## src/rtl/instr_encoder_if.sv

```systemverilog
// Request/response bundle for the RV32I instruction encoder: request fields in,
// encoded word plus address and error flags out, each side with valid/ready.
interface instr_encoder_if #(
  parameter int ADDR_W = 10
);
  logic              in_valid_i;
  logic              in_ready_o;
  logic [2:0]        fmt_i;
  logic [2:0]        funct3_i;
  logic [6:0]        funct7_i;
  logic [4:0]        rd_i;
  logic [4:0]        rs1_i;
  logic [4:0]        rs2_i;
  logic [31:0]       imm_i;
  logic              out_valid_o;
  logic              out_ready_i;
  logic [31:0]       instr_o;
  logic [ADDR_W-1:0] addr_o;
  logic              err_o;
  logic              sticky_err_o;

  modport slave (
    input  in_valid_i, fmt_i, funct3_i, funct7_i, rd_i, rs1_i, rs2_i, imm_i,
    input  out_ready_i,
    output in_ready_o, out_valid_o, instr_o, addr_o, err_o, sticky_err_o
  );

  modport master (
    output in_valid_i, fmt_i, funct3_i, funct7_i, rd_i, rs1_i, rs2_i, imm_i,
    output out_ready_i,
    input  in_ready_o, out_valid_o, instr_o, addr_o, err_o, sticky_err_o
  );
endinterface

```

## src/rtl/instr_encoder.sv

```systemverilog
// Registered RV32I instruction encoder: packs format/fields/immediate into an
// instruction word, tags it with a sequential word address, flags bad immediates.
module instr_encoder #(
  parameter int ADDR_W     = 10,
  parameter int START_ADDR = 0
) (
  input  logic            clk_i,
  input  logic            rst_ni,
  input  logic            clear_i,
  instr_encoder_if.slave  bus
);
  localparam logic [ADDR_W-1:0] START = ADDR_W'(START_ADDR);
  localparam logic [ADDR_W-1:0] ONE   = ADDR_W'(1);

  logic              valid_reg;
  logic [31:0]       instr_reg;
  logic [ADDR_W-1:0] addr_reg;
  logic              err_reg;
  logic              sticky_reg;
  logic [ADDR_W-1:0] ptr_reg;

  logic [31:0]       enc_word;
  logic              enc_err;
  logic              accept;
  logic [ADDR_W-1:0] word_addr;
  logic [31:0]       imm;

  // An immediate fits a field when every bit above its sign bit copies it.
  logic fits_12;
  logic fits_13;
  logic fits_21;

  assign imm     = bus.imm_i;
  assign fits_12 = (&imm[31:11]) | ~(|imm[31:11]);
  assign fits_13 = (&imm[31:12]) | ~(|imm[31:12]);
  assign fits_21 = (&imm[31:20]) | ~(|imm[31:20]);

  always_comb begin
    enc_word = '0;
    enc_err  = 1'b0;
    case (bus.fmt_i)
      3'd0: begin
        enc_word = {imm[11:0], bus.rs1_i, bus.funct3_i, bus.rd_i, 7'b0010011};
        enc_err  = ~fits_12;
      end
      3'd1: begin
        enc_word = {imm[11:0], bus.rs1_i, bus.funct3_i, bus.rd_i, 7'b0000011};
        enc_err  = ~fits_12;
      end
      3'd2: begin
        enc_word = {imm[11:5], bus.rs2_i, bus.rs1_i, bus.funct3_i, imm[4:0], 7'b0100011};
        enc_err  = ~fits_12;
      end
      3'd3: begin
        enc_word = {imm[12], imm[10:5], bus.rs2_i, bus.rs1_i, bus.funct3_i,
                    imm[4:1], imm[11], 7'b1100011};
        enc_err  = imm[0] | ~fits_13;
      end
      3'd4: begin
        enc_word = {imm[20], imm[10:1], imm[11], imm[19:12], bus.rd_i, 7'b1101111};
        enc_err  = imm[0] | ~fits_21;
      end
      3'd5: begin
        enc_word = {imm[31:12], bus.rd_i, 7'b0110111};
        enc_err  = |imm[11:0];
      end
      3'd6: begin
        enc_word = {imm[31:12], bus.rd_i, 7'b0010111};
        enc_err  = |imm[11:0];
      end
      default: begin
        enc_word = {bus.funct7_i, bus.rs2_i, bus.rs1_i, bus.funct3_i, bus.rd_i, 7'b0110011};
        enc_err  = 1'b0;
      end
    endcase
  end

  assign bus.in_ready_o = ~valid_reg | bus.out_ready_i;
  assign accept         = bus.in_valid_i & bus.in_ready_o;
  // A clear in the same cycle as an accept restarts numbering at that word.
  assign word_addr      = clear_i ? START : ptr_reg;

  always_ff @(posedge clk_i or negedge rst_ni) begin
    if (!rst_ni) begin
      valid_reg  <= 1'b0;
      instr_reg  <= '0;
      addr_reg   <= '0;
      err_reg    <= 1'b0;
      sticky_reg <= 1'b0;
      ptr_reg    <= START;
    end else begin
      if (accept) begin
        valid_reg <= 1'b1;
        instr_reg <= enc_word;
        addr_reg  <= word_addr;
        err_reg   <= enc_err;
        ptr_reg   <= word_addr + ONE;
      end else begin
        if (bus.out_ready_i) begin
          valid_reg <= 1'b0;
        end
        if (clear_i) begin
          ptr_reg <= START;
        end
      end

      if (clear_i) begin
        sticky_reg <= accept & enc_err;
      end else if (accept) begin
        sticky_reg <= sticky_reg | enc_err;
      end
    end
  end

  assign bus.out_valid_o  = valid_reg;
  assign bus.instr_o      = instr_reg;
  assign bus.addr_o       = addr_reg;
  assign bus.err_o        = err_reg;
  assign bus.sticky_err_o = sticky_reg;
endmodule

```

## src/flat_wrapper.sv

```systemverilog
// flat-port wrapper written by rule: the top's interface ports become plain ports
module instr_encoder_flat 
#(
  parameter int ADDR_W     = 10,
  parameter int START_ADDR = 0
)
  (clk_i, rst_ni, clear_i, bus_in_valid_i, bus_fmt_i, bus_funct3_i, bus_funct7_i, bus_rd_i, bus_rs1_i, bus_rs2_i, bus_imm_i, bus_out_ready_i, bus_in_ready_o, bus_out_valid_o, bus_instr_o, bus_addr_o, bus_err_o, bus_sticky_err_o);
  instr_encoder_if #(.ADDR_W(ADDR_W)) bus_i ();
  input  logic clk_i;
  input  logic rst_ni;
  input  logic clear_i;
  input wire logic [$bits(bus_i.in_valid_i)-1:0] bus_in_valid_i;
  input wire logic [$bits(bus_i.fmt_i)-1:0] bus_fmt_i;
  input wire logic [$bits(bus_i.funct3_i)-1:0] bus_funct3_i;
  input wire logic [$bits(bus_i.funct7_i)-1:0] bus_funct7_i;
  input wire logic [$bits(bus_i.rd_i)-1:0] bus_rd_i;
  input wire logic [$bits(bus_i.rs1_i)-1:0] bus_rs1_i;
  input wire logic [$bits(bus_i.rs2_i)-1:0] bus_rs2_i;
  input wire logic [$bits(bus_i.imm_i)-1:0] bus_imm_i;
  input wire logic [$bits(bus_i.out_ready_i)-1:0] bus_out_ready_i;
  output wire logic [$bits(bus_i.in_ready_o)-1:0] bus_in_ready_o;
  output wire logic [$bits(bus_i.out_valid_o)-1:0] bus_out_valid_o;
  output wire logic [$bits(bus_i.instr_o)-1:0] bus_instr_o;
  output wire logic [$bits(bus_i.addr_o)-1:0] bus_addr_o;
  output wire logic [$bits(bus_i.err_o)-1:0] bus_err_o;
  output wire logic [$bits(bus_i.sticky_err_o)-1:0] bus_sticky_err_o;
  assign bus_i.in_valid_i = bus_in_valid_i;
  assign bus_i.fmt_i = bus_fmt_i;
  assign bus_i.funct3_i = bus_funct3_i;
  assign bus_i.funct7_i = bus_funct7_i;
  assign bus_i.rd_i = bus_rd_i;
  assign bus_i.rs1_i = bus_rs1_i;
  assign bus_i.rs2_i = bus_rs2_i;
  assign bus_i.imm_i = bus_imm_i;
  assign bus_i.out_ready_i = bus_out_ready_i;
  assign bus_in_ready_o = bus_i.in_ready_o;
  assign bus_out_valid_o = bus_i.out_valid_o;
  assign bus_instr_o = bus_i.instr_o;
  assign bus_addr_o = bus_i.addr_o;
  assign bus_err_o = bus_i.err_o;
  assign bus_sticky_err_o = bus_i.sticky_err_o;
  instr_encoder #(.ADDR_W(ADDR_W), .START_ADDR(START_ADDR)) u_core (.clk_i(clk_i), .rst_ni(rst_ni), .clear_i(clear_i), .bus(bus_i));
endmodule
```

## config.mk

```make
export PLATFORM = sky130hd
export DESIGN_NAME = instr_encoder_flat
export DESIGN_NICKNAME = d
export VERILOG_FILES = /design/src/rtl/instr_encoder_if.sv /design/src/rtl/instr_encoder.sv /design/src/flat_wrapper.sv
export SDC_FILE = /design/constraint.sdc
export NUM_CORES = 1
export LEC_CHECK = 0
export CORE_MARGIN = 2
export CORE_UTILIZATION = 48
export DETAILED_ROUTE_END_ITERATION = 16
export GPL_TIMING_DRIVEN = 0
export PLACE_DENSITY = 0.86
export SYNTH_ARGS = -nofsm -noshare
export SYNTH_HDL_FRONTEND = slang
export SYNTH_SLANG_ARGS = --single-unit
```

## constraint.sdc

```tcl
create_clock -name clk_i -period 2.3 [get_ports clk_i]
set_input_delay 0.69 -clock clk_i [delete_from_list [all_inputs] [get_ports clk_i]]
set_output_delay 0.69 -clock clk_i [all_outputs]
set_load 0.005 [all_outputs]
```

# [Word level (Yosys, flattened, before mapping)]
# Cells that the tools add are included.
[classes] n_eq_ne=6 bitwise_logic=16 div=0 addsub=1 multipliers=0 muxes=8 n_reduce_logical=12 n_shift=0 magnitude_cmp=0
[ops] cell="$pmux 32 s7" n=1
[ops] cell="$reduce_or 12->1" n=2
[ops] cell="$reduce_and 21->1" n=1
[ops] cell="$reduce_or 21->1" n=1
[ops] cell="$mux 10" n=2
[ops] cell="$reduce_and 20->1" n=1
[ops] cell="$reduce_or 20->1" n=1
[ops] cell="$reduce_and 12->1" n=1
[ops] cell="$add 10x1->10 const B" n=1
[ops] cell="$eq 3x3->1 const B" n=3
[ops] cell="$not 1->1" n=7
[ops] cell="$or 1x1->1" n=7
[ops] cell="$eq 3x2->1 const B" n=2
[ops] cell="$mux 1" n=4
[ops] cell="$pmux 1 s4" n=1
[ops] cell="$reduce_bool 2->1" n=2
[ops] cell="$eq 3x1->1 const B" n=1
[ops] cell="$logic_not 3->1" n=1
[ops] cell="$reduce_or 3->1" n=1
[ops] cell="$and 1x1->1" n=2
[ops] cell="$reduce_or 2->1" n=1
[totals] word_cells=49 latch_bits=0 mem_bits_ro=0 reg_bits=55 memories=0 ramBits=0 out_inout_bits=46 input_bits=65

# [Logic depth before layout (Yosys ltp)]
# Gate-level depths: netlist (run 1).
[logic_depth] word_depth=9 mapped_depth=7 ltp_nobuf=7

# [Worst setup path before layout (run 1)]
# No wires, ideal clock.
[synth_timing] path_kind="input to register" startpoint="input port bus_imm_i[16]" endpoint="register u_core.sticky_reg, in the netlist u_core.bus.sticky_err_o" n_path_buf=0 required_time_ns=2.157 path_stages=5 arrival_ns=1.685 setup_slack_ns=0.472 setup_time_ns=0.143 path_cell_list="or4_4 nor3_2 a22o_2 o211a_1 a22oi_1"
[synth_via] elab_chain_cells=9 word_cells_on_any_way=16 cone_classes="mux: 3; bitwise: 9; reduce/logical: 4"
[synth_lines] item="start, declared" line_no="flat_wrapper.sv:19" source="input wire logic [$bits(bus_i.imm_i)-1:0] bus_imm_i;"
[synth_lines] item="$reduce_or 20->1" line_no="instr_encoder.sv:35" source="assign fits_13 = (&imm[31:12]) | ~(|imm[31:12]);"
[synth_lines] item="$not 1->1" line_no="instr_encoder.sv:35"
[synth_lines] item="$or 1x1->1" line_no="instr_encoder.sv:35"
[synth_lines] item="$not 1->1" line_no="instr_encoder.sv:57" source="enc_err = imm[0] | ~fits_13;"
[synth_lines] item="$or 1x1->1" line_no="instr_encoder.sv:57"
[synth_lines] item="$pmux 1 s4 *" line_no="instr_encoder.sv:41" source="case (bus.fmt_i)"
[synth_lines] item="$or 1x1->1" line_no="instr_encoder.sv:110" source="sticky_reg <= sticky_reg | enc_err;"
[synth_lines] item="$mux 1" line_no="instr_encoder.sv:109" source="end else if (accept) begin"
[synth_lines] item="$mux 1 *" line_no="instr_encoder.sv:107" source="if (clear_i) begin"
[synth_lines] item="end signal, assigned" line_no="instr_encoder.sv:108" source="sticky_reg <= accept & enc_err;"
[synth_lines] item="end signal, assigned" line_no="instr_encoder.sv:110"
[synth_lines] item="end, declared" line_no="instr_encoder.sv:19" source="logic sticky_reg;"
# Mark *: on every way between the ends. The rest lies on a longest branch, timed or not. The select of a mux whose other input is x is not followed.
# A chain may end at the register's enable or synchronous reset.

# [Final worst setup path (run 1)]
[layout_timing] startpoint="input port bus_out_ready_i" endpoint="output port bus_in_ready_o"
[layout_via] elab_chain_cells=1
[layout_lines] item="start, declared" line_no="flat_wrapper.sv:20" source="input wire logic [$bits(bus_i.out_ready_i)-1:0] bus_out_ready_i;"
[layout_lines] item="$or 1x1->1" line_no="instr_encoder.sv:78" source="assign bus.in_ready_o = ~valid_reg | bus.out_ready_i;"
[layout_lines] item="end, declared" line_no="flat_wrapper.sv:21" source="output wire logic [$bits(bus_i.in_ready_o)-1:0] bus_in_ready_o;"
# No other way between the ends.

==> flow_summary.toml, run 1 <==
[power]
seqPwrFrac_pct = 47.7
pwr-share-clk_pct = 24.4
switching_share_pct = 29.3
p_int_mw = 1.62
p_leak_nw = 1.82
power.density_nw_per_um2 = 535
comb_power_share_pct = 27.9
power_switching_mw = 0.673
irDropWorstVdd_v = 0.000332

[placed_design]
dp_hpwl_mm = 6.94
port_buffers = 109
dp_cells = 509
gp_congestion = 0.926

[synth]
synth_top_area_share_pct = 45.1
ys.flop_type = "dfrtp_1"
synth-async-reset-ratio_pct = 100
ys_ff_latch = 54
yosysWarnings = 0
yosys-top-cells-area = "dfrtp_1, nand2_1, mux2i_1, o21ai_1, xnor2_1"
synth_cell_types = 51
synthesis.nets = 390
yosysSeqAreaShare_pct = 45.1
synth_edf_count = 0
synth_largest_area_cell = "dfrtp_1"
syn_area_per_cell_um2 = 9.24
synthesis.area_um2 = 3000
netlist_instances = 324

[worst_setup_path]
end_kind = "output port"
slowest_stage = "clkdlybuf4s50_1"
startpoint = "bus_out_ready_i"
max_stage_delay_ns = 0.46
startpoint_type = "input port"
rr_startpoint = "u_core.ptr_reg[0]"
rrSetupSlack_ns = 0.74
path_cells = "clkdlybuf4s50_1, nand2b_4, dlygate4sd2_1"
cp.arrival_ns = 1.51
cp_max_fo = 5
crit_required_ns = 1.61
r2r-end = "u_core.ptr_reg[8]"
critPathKind = "in2out"
reg2reg_depth = 6

[layout]
drive_above_1_share_pct = 7.92
finalNonFillerCells = 517
finish.utilization_pct = 71.7
largest_register_ffs = 31
nets = 507
antenna_cells = 0
area_growth_syn_to_layout_pct = 43.4

[timing]
hold_violations = 0
finalClockSkew_ns = 0.0124
drv_slew = 0
setup_viol = 0
period_minus_slack_ns = 2.20
worst_pin_slew_ns = 0.526
fmax_mhz = 454
slew_headroom_pct = 64.9
period_share_pct = 95.9
grt_setup_unrepaired = "no"

[routing]
routed_wl_mm = 8.66
ant_nets = 0
drtIter0Drc = 121
via_per_inst = 5.64
drtPass1Iterations = 4
drc = 0
vias = 2916
wl_per_cell_um = 16.8

[die]
rows = 28
start_util_pct = 50.0
die_area_um2 = 6890
io_pins = 111
die_h_um = 83.0
die_x_um = 83.0
coreArea_um2 = 5990

[global_routing]
grt_use_total_pct = 25.4
grt_pass1_wl_mm = 14.2
grt_pass1_vias = 2964
antenna_found_initial = 0
grt-ovfl-total = 0
grt_max_degree = 43

[clock_network]
clock_latency_ns = 0.32
cts_setup_buffers = 0
htreeDepth = 2
numCtsBuffers = 5
clock-sinks = 54
cts_tree = "done"
clockBufferDepth = 2
clkTransAtPathRegs_ns = 0.10
cts_root_buf = "clkbuf_8"

[status]
status = "completed"

[min_path]
worstHoldPathType = "in2async"

[job]
cap_viol_max_count = 0
-- power groups by stage --
stage	combinational [mW]	sequential [mW]	clock, mW
after floorplan	0.233	1.12	0
after global placement	0.622	1.11	0
after detailed placement	0.640	1.11	0
after CTS	0.644	1.10	0.557
after global routing	0.694	1.11	0.592
final	0.641	1.10	0.560
-- synthesized netlist by cell type (all sizes together) (5+ instances only) --
library cell,n
a22o,7
inv,6
o22ai,6
buf,14
mux2i,15
nor3,6
xnor2,7
nor2,11
nand2,58
nand4,8
clkbuf,10
nor3b,5
nand2b,9
nor4,7
nor2b,8
o21ai,39
mux2,7
a22oi,8
dfrtp,54
-- layout make-up --
class,instances,area (um^2)
Clock buffer,5,68.8
Clock inverter,3,23.8
Tap cell,75,93.8
Timing Repair Buffer,110,1100
Buffer,24,116
Fill cell,488,1700
Multi-Input combinational cell,240,1510
Sequential cell,54,1350
Inverter,6,22.5
-- repair_timing --
action,4_1_cts,5_1_grt
hold buffers,0,0
setup endpoints to repair,1,0
endpoints found under the hold margin,0,0
resized for setup,2,0
-- layer usage --
layer | part of all wire [%] | GRT usage, % | wire length [um] | up-vias
met4 | 1.5 | 7.60 | 133 | 0
met2 | 50 | 44.3 | 4310 | 116
met3 | 6.3 | 4.67 | 549 | 13
met5 | 0 | 0 | 0 | -
met1 | 42 | 32.2 | 3670 | 1395
li1 | - | - | - | 1392
-- per-stage QoR --
stage / hold slack, ns / instance area, um^2 / total power, mW / setup slack, ns / setup TNS [ns]
final: 0.257 / 4290 / 2.30 / 0.0951 / 0
after global routing: 0.283 / 4290 / 2.39 / 0.0146 / 0
after CTS: 0.269 / 4290 / 2.30 / 0.0906 / 0
after detailed placement: 0.456 / 4200 / 1.75 / -0.245 / -1.82
after global placement: 0.449 / 4180 / 1.73 / -1.03 / -56.30
after floorplan: 0.394 / 3000 / 1.35 / 0.472 / 0
-- worst max-delay path, delay by kind of cell --
kind / cells / cell delay [ns]
buffers and inverters: 2 / 0.69
AND/OR/NAND/NOR: 1 / 0.14
-- placed cells by master, fill, tap and decap left out, types with 10 or more instances in the layout --
master           instances
clkbuf_1                10
buf_2                   13
nor2_1                  11
dfrtp_1                 54
mux2i_1                 15
nand2_1                 58
clkdlybuf4s50_1        107
o21ai_1                 30
-- how the worst max path moves through the flow --
stage | to | slack [ns] | depth (start not counted)
finish | bus_in_ready_o | 0.1 | 3
CTS | bus_in_ready_o | 0.09 | 3
detailed placement | bus_in_ready_o | -0.25 | 3
floorplan | u_core.bus.sticky_err_o | 0.47 | 5
global placement | u_core.bus.instr_o[26] | -1.03 | 1
global route | u_core.bus.sticky_err_o | 0.01 | 6
-- cell families (layout without fill, tap and decap cells) --
| logic type | Yosys count | after routing | synth area share, % |
|---|---|---|---|
| flops | 54 | 54 | 45.1 |
| mux | 22 | 22 | 7.64 |
| fa+ha+maj | 2 | 2 | 0.752 |
| simple gates | 129 | 129 | 22.4 |
| compound gates | 77 | 77 | 16.5 |
| buf+inv | 30 | 148 | 4.64 |
| xor+xnor | 10 | 10 | 2.92 |
(Power assumes the default switching activity.)
==> run 2, diff against run 1 <==
--- a/config.mk
+++ b/config.mk
@@ -5,6 +5,7 @@
 export SDC_FILE = /design/constraint.sdc
 export NUM_CORES = 1
 export LEC_CHECK = 0
+export CAP_MARGIN = 15
 export CORE_MARGIN = 2
 export CORE_UTILIZATION = 48
 export DETAILED_ROUTE_END_ITERATION = 16
==> results of run 2 <==
No change in the layout: final DEF, timing and power equal those of run 1.
==> run 3, diff against run 2 <==
--- a/config.mk
+++ b/config.mk
@@ -14,3 +14,4 @@
 export SYNTH_ARGS = -nofsm -noshare
 export SYNTH_HDL_FRONTEND = slang
 export SYNTH_SLANG_ARGS = --single-unit
+export TNS_END_PERCENT = 10
==> results of run 3 <==
No change in the layout: final DEF, timing and power equal those of run 1.
